`config.mk`:
```
export PLATFORM = sky130hd
export DESIGN_NAME = rca_pipe
export DESIGN_NICKNAME = d
export VERILOG_FILES = /design/src/rtl/rca_pipe.sv
export SDC_FILE = /design/constraint.sdc
export NUM_CORES = 1
export LEC_CHECK = 0
export ABC_AREA = 1
export BUFFER_PORTS_ARGS = -buffer_cell sky130_fd_sc_hd__buf_2
export CAP_MARGIN = 10
export CORE_ASPECT_RATIO = 1.2
export CORE_MARGIN = 5
export CORE_UTILIZATION = 25
export CTS_CLUSTER_SIZE = 8
export DETAILED_ROUTE_END_ITERATION = 10
export GPL_ROUTABILITY_DRIVEN = 0
export GPL_TIMING_DRIVEN = 1
export PLACE_DENSITY = 0.53
export SLEW_MARGIN = 20
export SYNTH_ARGS = -nofsm -noshare
export SYNTH_HDL_FRONTEND = slang
export SYNTH_SLANG_ARGS = --single-unit
```
`constraint.sdc`:
```
create_clock -name clk -period 12.4 [get_ports clk]
set_clock_uncertainty 0.15 [all_clocks]
set_input_delay 1.86 -clock clk [delete_from_list [all_inputs] [get_ports clk]]
set_output_delay 1.86 -clock clk [all_outputs]
set_load 0.005 [all_outputs]
```
`src/rtl/rca_pipe.sv`:
```
// rca_pipe: pipelined ripple-carry adder/subtractor.
// A WIDTH-bit add is split into STAGES chunks of CHUNK bits. Stage k ripples
// its chunk using the carry registered by stage k-1 and carries the already
// finished low chunks, the unprocessed operand bits and the carry forward.
// The pipeline is a stall-able shift register: every stage advances together
// when the output slot is empty or being consumed.
//
// Handshake: a beat moves on either port when valid && ready are both high at
// a rising clock edge. in_ready = !out_valid || out_ready. While out_valid is
// high and out_ready is low, out/cout (and ovf) hold their values.
//
// Optional build macro: RCA_PIPE_OVERFLOW_EN adds the ovf output (signed
// two's-complement overflow of the final result, piped with out/cout).
module rca_pipe #(
  parameter int WIDTH  = 16,
  parameter int STAGES = 4
) (
  input  logic             clk,
  input  logic             rst,
  input  logic             in_valid,
  output logic             in_ready,
  input  logic [WIDTH-1:0] in0,
  input  logic [WIDTH-1:0] in1,
  input  logic             cin,
  input  logic             sub,
  output logic             out_valid,
  input  logic             out_ready,
  output logic [WIDTH-1:0] out,
  output logic             cout
`ifdef RCA_PIPE_OVERFLOW_EN
  ,
  output logic             ovf
`endif
);

  localparam int CHUNK = WIDTH / STAGES;

  // Per-stage registers: slot valid, partial sum, operand bits, carry out.
  logic             r_valid [STAGES];
  logic [WIDTH-1:0] r_sum   [STAGES];
  logic [WIDTH-1:0] r_a     [STAGES];
  logic [WIDTH-1:0] r_b     [STAGES];
  logic             r_c     [STAGES];

  // What each stage sees as its input (predecessor registers or the ports).
  logic             w_in_v   [STAGES];
  logic [WIDTH-1:0] w_in_sum [STAGES];
  logic [WIDTH-1:0] w_in_a   [STAGES];
  logic [WIDTH-1:0] w_in_b   [STAGES];
  logic             w_in_c   [STAGES];

  // What each stage will register on an advance.
  logic [CHUNK:0]   w_chunk    [STAGES];
  logic [WIDTH-1:0] w_next_sum [STAGES];
  logic             w_next_c   [STAGES];

  logic             w_adv;

  // The whole pipe moves when the output slot is free or being drained.
  assign w_adv    = !r_valid[STAGES-1] || out_ready;
  assign in_ready = w_adv;

  // Stage inputs and per-chunk ripple add.
  always_comb begin
    // Stage 0 conditions the operands: subtract is A + ~B + ~borrow.
    w_in_v[0]   = in_valid;
    w_in_sum[0] = '0;
    w_in_a[0]   = in0;
    w_in_b[0]   = sub ? ~in1 : in1;
    w_in_c[0]   = cin ^ sub;
    for (int k = 1; k < STAGES; k++) begin
      w_in_v[k]   = r_valid[k-1];
      w_in_sum[k] = r_sum[k-1];
      w_in_a[k]   = r_a[k-1];
      w_in_b[k]   = r_b[k-1];
      w_in_c[k]   = r_c[k-1];
    end
    for (int k = 0; k < STAGES; k++) begin
      w_chunk[k] = {1'b0, w_in_a[k][k*CHUNK +: CHUNK]}
                 + {1'b0, w_in_b[k][k*CHUNK +: CHUNK]}
                 + {{CHUNK{1'b0}}, w_in_c[k]};
      // Low chunks pass through untouched; only this stage's chunk is filled.
      w_next_sum[k]                    = w_in_sum[k];
      w_next_sum[k][k*CHUNK +: CHUNK]  = w_chunk[k][CHUNK-1:0];
      w_next_c[k]                      = w_chunk[k][CHUNK];
    end
  end

  // Pipeline registers: clear on reset, shift together on advance, else hold.
  always_ff @(posedge clk) begin
    if (rst) begin
      for (int k = 0; k < STAGES; k++) begin
        r_valid[k] <= 1'b0;
        r_sum[k]   <= '0;
        r_a[k]     <= '0;
        r_b[k]     <= '0;
        r_c[k]     <= 1'b0;
      end
    end else if (w_adv) begin
      for (int k = 0; k < STAGES; k++) begin
        r_valid[k] <= w_in_v[k];
        r_sum[k]   <= w_next_sum[k];
        r_a[k]     <= w_in_a[k];
        r_b[k]     <= w_in_b[k];
        r_c[k]     <= w_next_c[k];
      end
    end
  end

  assign out_valid = r_valid[STAGES-1];
  assign out       = r_sum[STAGES-1];
  assign cout      = r_c[STAGES-1];

`ifdef RCA_PIPE_OVERFLOW_EN
  // Carry into the MSB equals a ^ b ^ sum at that bit; xor with carry-out.
  logic w_next_ovf;
  logic r_ovf;

  assign w_next_ovf = w_in_a[STAGES-1][WIDTH-1] ^ w_in_b[STAGES-1][WIDTH-1]
                    ^ w_next_sum[STAGES-1][WIDTH-1] ^ w_next_c[STAGES-1];

  // Overflow flag rides in the last stage alongside out/cout.
  always_ff @(posedge clk) begin
    if (rst) begin
      r_ovf <= 1'b0;
    end else if (w_adv) begin
      r_ovf <= w_next_ovf;
    end
  end

  assign ovf = r_ovf;
`endif

endmodule

```
; ---- After elaboration in Yosys (flattened, before gate mapping)
; Memories as Yosys holds them, arrays and structs flattened.
; Index checks and enable logic that the tools add are counted.
[word_totals]
reg_bits = 0
ramBits = 200
inputBits = 38
output_inout_bits = 19
word_cells = 63
n_memories = 5
[classes]
add_sub_neg = 8
mux = 26
bitwise = 22
reduce_logical = 2
[memory_table]
columns = name, words, word_bits, read_ports, rd_clocked_by_memory_dff, wr, line_no
row1 = r_a, 4, 16, 3, 0, 4, 41  ; logic [WIDTH-1:0] r_a [STAGES];
row2 = r_b, 4, 16, 3, 0, 4, 42  ; logic [WIDTH-1:0] r_b [STAGES];
row3 = r_sum, 4, 16, 4, 0, 4, 40  ; logic [WIDTH-1:0] r_sum [STAGES];
row4 = r_c, 4, 1, 4, 0, 4, 43  ; logic r_c [STAGES];
row5 = r_valid, 4, 1, 4, 0, 4, 39  ; logic r_valid [STAGES];
[ops]
columns = cell, count
row1 = 16-bit 2-to-1 mux, 13
row2 = 4-bit by 4-bit adder with 5-bit output, 4
row3 = 5-bit by 1-bit adder with 5-bit output, 4
row4 = 1-bit bitwise OR, 20
row5 = 16-bit NOT, 1
row6 = 1-bit 2-to-1 mux, 13
row7 = 1-bit zero test, 1
row8 = 1-bit logical OR, 1
row9 = 1-bit bitwise XOR, 1

; ---- Longest topological paths before layout
; An unclocked memory read counts as a cell.
[depth]
word_depth = 7
depth_mapped = 9
depth_no_buf = 7

; ---- Least setup slack after synthesis
; Ideal clock, no wire load.
[synth_path]
path_type = input to register
start = input rst
end = memory r_a[0][10] (enable)
arrival_time_ps = 4113
required_time_ps = 11106
path_slack_ps = 6994
stages = 2
cell_sequence = inv_1 nand3_1
[synth_rtl]
columns = element, line_no
row1 = "start, declared", 19  ; input logic rst,
row2 = "end, declared", 41

; ---- Worst setup path in the final report
[layout_path]
start = input out_ready
end = output in_ready
[layout_between]
elab_chain_len = 1
[layout_rtl]
columns = element, line_no
row1 = "start, declared", 27  ; input logic out_ready,
row2 = 1-bit logical OR, 60  ; assign w_adv = !r_valid[STAGES-1] || out_ready;
row3 = "end, declared", 21  ; output logic in_ready,
; Every way passes these cells.

==> impl_metrics.env <==
export IMPL_status="finished, final reports clean"
export IMPL_rr_startpoint="r_valid[3]"
export IMPL_placementRows=56
export IMPL_port_buffers=56
export IMPL_overflow=0
export IMPL_finalSetupViolCount=0
export IMPL_fill_cells=2057
export IMPL_crit_top_cell="buf_2"
export IMPL_hold_ws_ns=0.3962
export IMPL_p_seq_frac=0.502
export IMPL_cp_end_kind="output port"
export IMPL_switchingPower_mw=0.1818
export IMPL_final_hold_violation_count=0
export IMPL_dp_slack_ns=8.059
export IMPL_critPathMaxFanout=2
export IMPL_synth_area_sq_um=4943
export IMPL_fp_dieH_um=164.0
export IMPL_reg2reg_setup_slack_ns=9.84
export IMPL_drc_errors=0
export IMPL_rr_endpoint="r_b[0][15]"
export IMPL_synth_seq_area_share=0.5831
export IMPL_worst_r2r_cell_count=4
export IMPL_dp_hpwl_um=4709
export IMPL_cpMaxStageDelayCell="buf_2"
export IMPL_final_layout_size_suffix_gt1_frac=0.3505
export IMPL_worstSetupPathType="primary input to output port"
export IMPL_switching_share=0.2325
export IMPL_yosysUniqueCellTypes=21
export IMPL_period_minus_slack_ns=4.330
export IMPL_combPwrFrac=0.121
export IMPL_multiInputGateArea_sq_um=1574
export IMPL_dp_cells=673
export IMPL_critPathArrivalTime_ns=2.32
export IMPL_worstMarginPinSlew_ns=0.9337
export IMPL_irDropWorstVdd_uv=56.88
export IMPL_hold_class="flop to flop"
export IMPL_ctsHtreeMaxLevel=3
export IMPL_max_freq_mhz=230.9
export IMPL_cts_tree="built"
export IMPL_timing_final_crit_share=0.3492
export IMPL_worst_slack_ns=8.070
export IMPL_synth_nets=424
export IMPL_tns_ns=0
export IMPL_ant_nets=0
export IMPL_clock_sinks=96
export IMPL_p_per_area_nw_per_um2=136.9
export IMPL_wire_per_inst_um=10.21
export IMPL_grt_max_degree=59
export IMPL_synth_top_cell_by_area="edfxtp_1"
export IMPL_die_x_um=138.4
export IMPL_core_sq_um=19480
export IMPL_cts_buffer_depth=2
export IMPL_fin_cells=689
export IMPL_whs_path_depth=2
export IMPL_first_pass_iters=4
export IMPL_cts_resized=0
export IMPL_first_iter_violations=83
export IMPL_rsz0062_at_grt="no"
export IMPL_clockPowerShare=0.377
export IMPL_critPathMaxStageDelay_ns=0.14
export IMPL_ys_top_cells_by_area="edfxtp_1 58%, nor2_4 16%, inv_1 6.3%"
export IMPL_whs_endpoint="r_sum[3][9]"
export IMPL_grt_use_total=0.06845
export IMPL_slew_headroom=0.3776
export IMPL_grt_pass1_wl_um=12450
export IMPL_fin_nets=481
export IMPL_cp_required_ns=10.39
export IMPL_ys_warn_count=0
export IMPL_cts_root_buf="clkbuf_16"
export IMPL_seq_area_sq_um=2883
export IMPL_hold_start="r_sum[2][9]"
export IMPL_routed_wl_um=7032
export IMPL_grt_pass1_vias=2714
export IMPL_vias_per_cell=3.537
export IMPL_max_cap_violations=0
export IMPL_initial_utilization=0.2538
export IMPL_synth_top_area_frac=0.5831
export IMPL_avgSynthCellArea_sq_um=13.51
export IMPL_clock_latency_ns=0.34
export IMPL_antenna_found_initial=0
export IMPL_die_area_sq_um=22700
export IMPL_cts_made_buffers=9
export IMPL_crit_chain="buf_2 -> inv_1 -> nand2_2 -> buf_2"
export IMPL_critPathLaunchType="primary input"
export IMPL_post_cts_buffers=0
export IMPL_num_vias=2437
export IMPL_cellLeakagePower_nw=2.310
export IMPL_antenna_cells=0
export IMPL_postSynthRegisterBits=96
export IMPL_hold_buffers=0
export IMPL_syn2layout_area_growth_pct=15.57
export IMPL_path_clk_slew_ns=0.06
export IMPL_finalPower_mw=0.7821
export IMPL_slew_violations=0
export IMPL_synth_cells=366
export IMPL_internal_power_mw=0.6003
export IMPL_ios=57
-- cell type report --
type,count,area share
Clock buffer,9,0.03942
Clock inverter,7,0.01643
Inverter,84,0.05519
Multi-Input combinational cell,174,0.2755
Sequential cell,96,0.5046
Tap cell,261,0.05716
Timing Repair Buffer,58,0.05169
-- state kept, by name, indices dropped and copies added, names as in the netlist --
name     cells
r_valid      4
r_a         24
r_b         24
r_sum       40
r_c          4
-- per-stage QoR --
step,utilization,cell area (sq um)
global placement,0.2769,5394
detailed placement,0.2769,5394
global route,0.2933,5713
finish,0.2933,5713
floorplan,-,4943
CTS,0.2933,5713
-- worst max path at each step --
stage	startpoint	slack (ns)	to
floorplan	rst	6.99	r_a[0][10]
global placement	out_ready	8.08	in_ready
detailed placement	out_ready	8.06	in_ready
CTS	out_ready	8.06	in_ready
global route	out_ready	8.04	in_ready
finish	out_ready	8.07	in_ready
-- placed cells by master (no fill, tap or decap), drive strengths merged --
master    netlist  layout
nand3b          1       1
o21ai           3       3
nor3            3       3
nand3           6       6
or2             3       3
fa              8       8
a21oi          10      10
clkinvlp        0       1
inv            84      86
xor2            6       6
edfxtp         96      96
xnor2          12      12
ha             12      12
nor2           95      95
clkbuf          0       9
bufinv          0       2
clkinv          0       2
buf            12      58
nand2          15      15
-- synthesized netlist by cell type (all sizes together) --
library cell  count
a21oi            10
buf              12
edfxtp           96
fa                8
ha               12
inv              84
nand2            15
nand3             6
nand3b            1
nor2             95
nor3              3
o21ai             3
or2               3
xnor2            12
xor2              6
-- metal layers --
metal	part of all wire	routed length (um)	global-route usage
met5	0	0	0
met2	0.48	3343	0.1121
met4	0.021	150	0.03549
met1	0.46	3213	0.08110
met3	0.046	324	0.02155
-- power by group through the flow --
stage / registers [mW] / logic, mW / clock network (mW)
after global placement: 0.400 / 0.0946 / 0
after global routing: 0.395 / 0.107 / 0.320
after floorplan: 0.399 / 0.0808 / 0
after CTS: 0.393 / 0.0969 / 0.307
final: 0.393 / 0.0946 / 0.295
after detailed placement: 0.400 / 0.0965 / 0
-- cell families (layout without fill, tap and decap cells) --
group / count (synthesis) / in the layout / synth area share
AOI/OAI and AO/OA: 13 / 13 / 0.01316
xor gates and xnor gates: 18 / 18 / 0.03189
adders and majority gates: 20 / 20 / 0.06277
buffers and inverters: 96 / 158 / 0.1028
DFF: 96 / 96 / 0.5831
and+or+nand+nor: 123 / 123 / 0.2063
-- worst max-delay path: cells and delay by family --
family,cells,cell delay [ns]
buffers and inverters,3,0.35
AND/OR/NAND/NOR,1,0.11
Power figures use the tool's default switching activity.
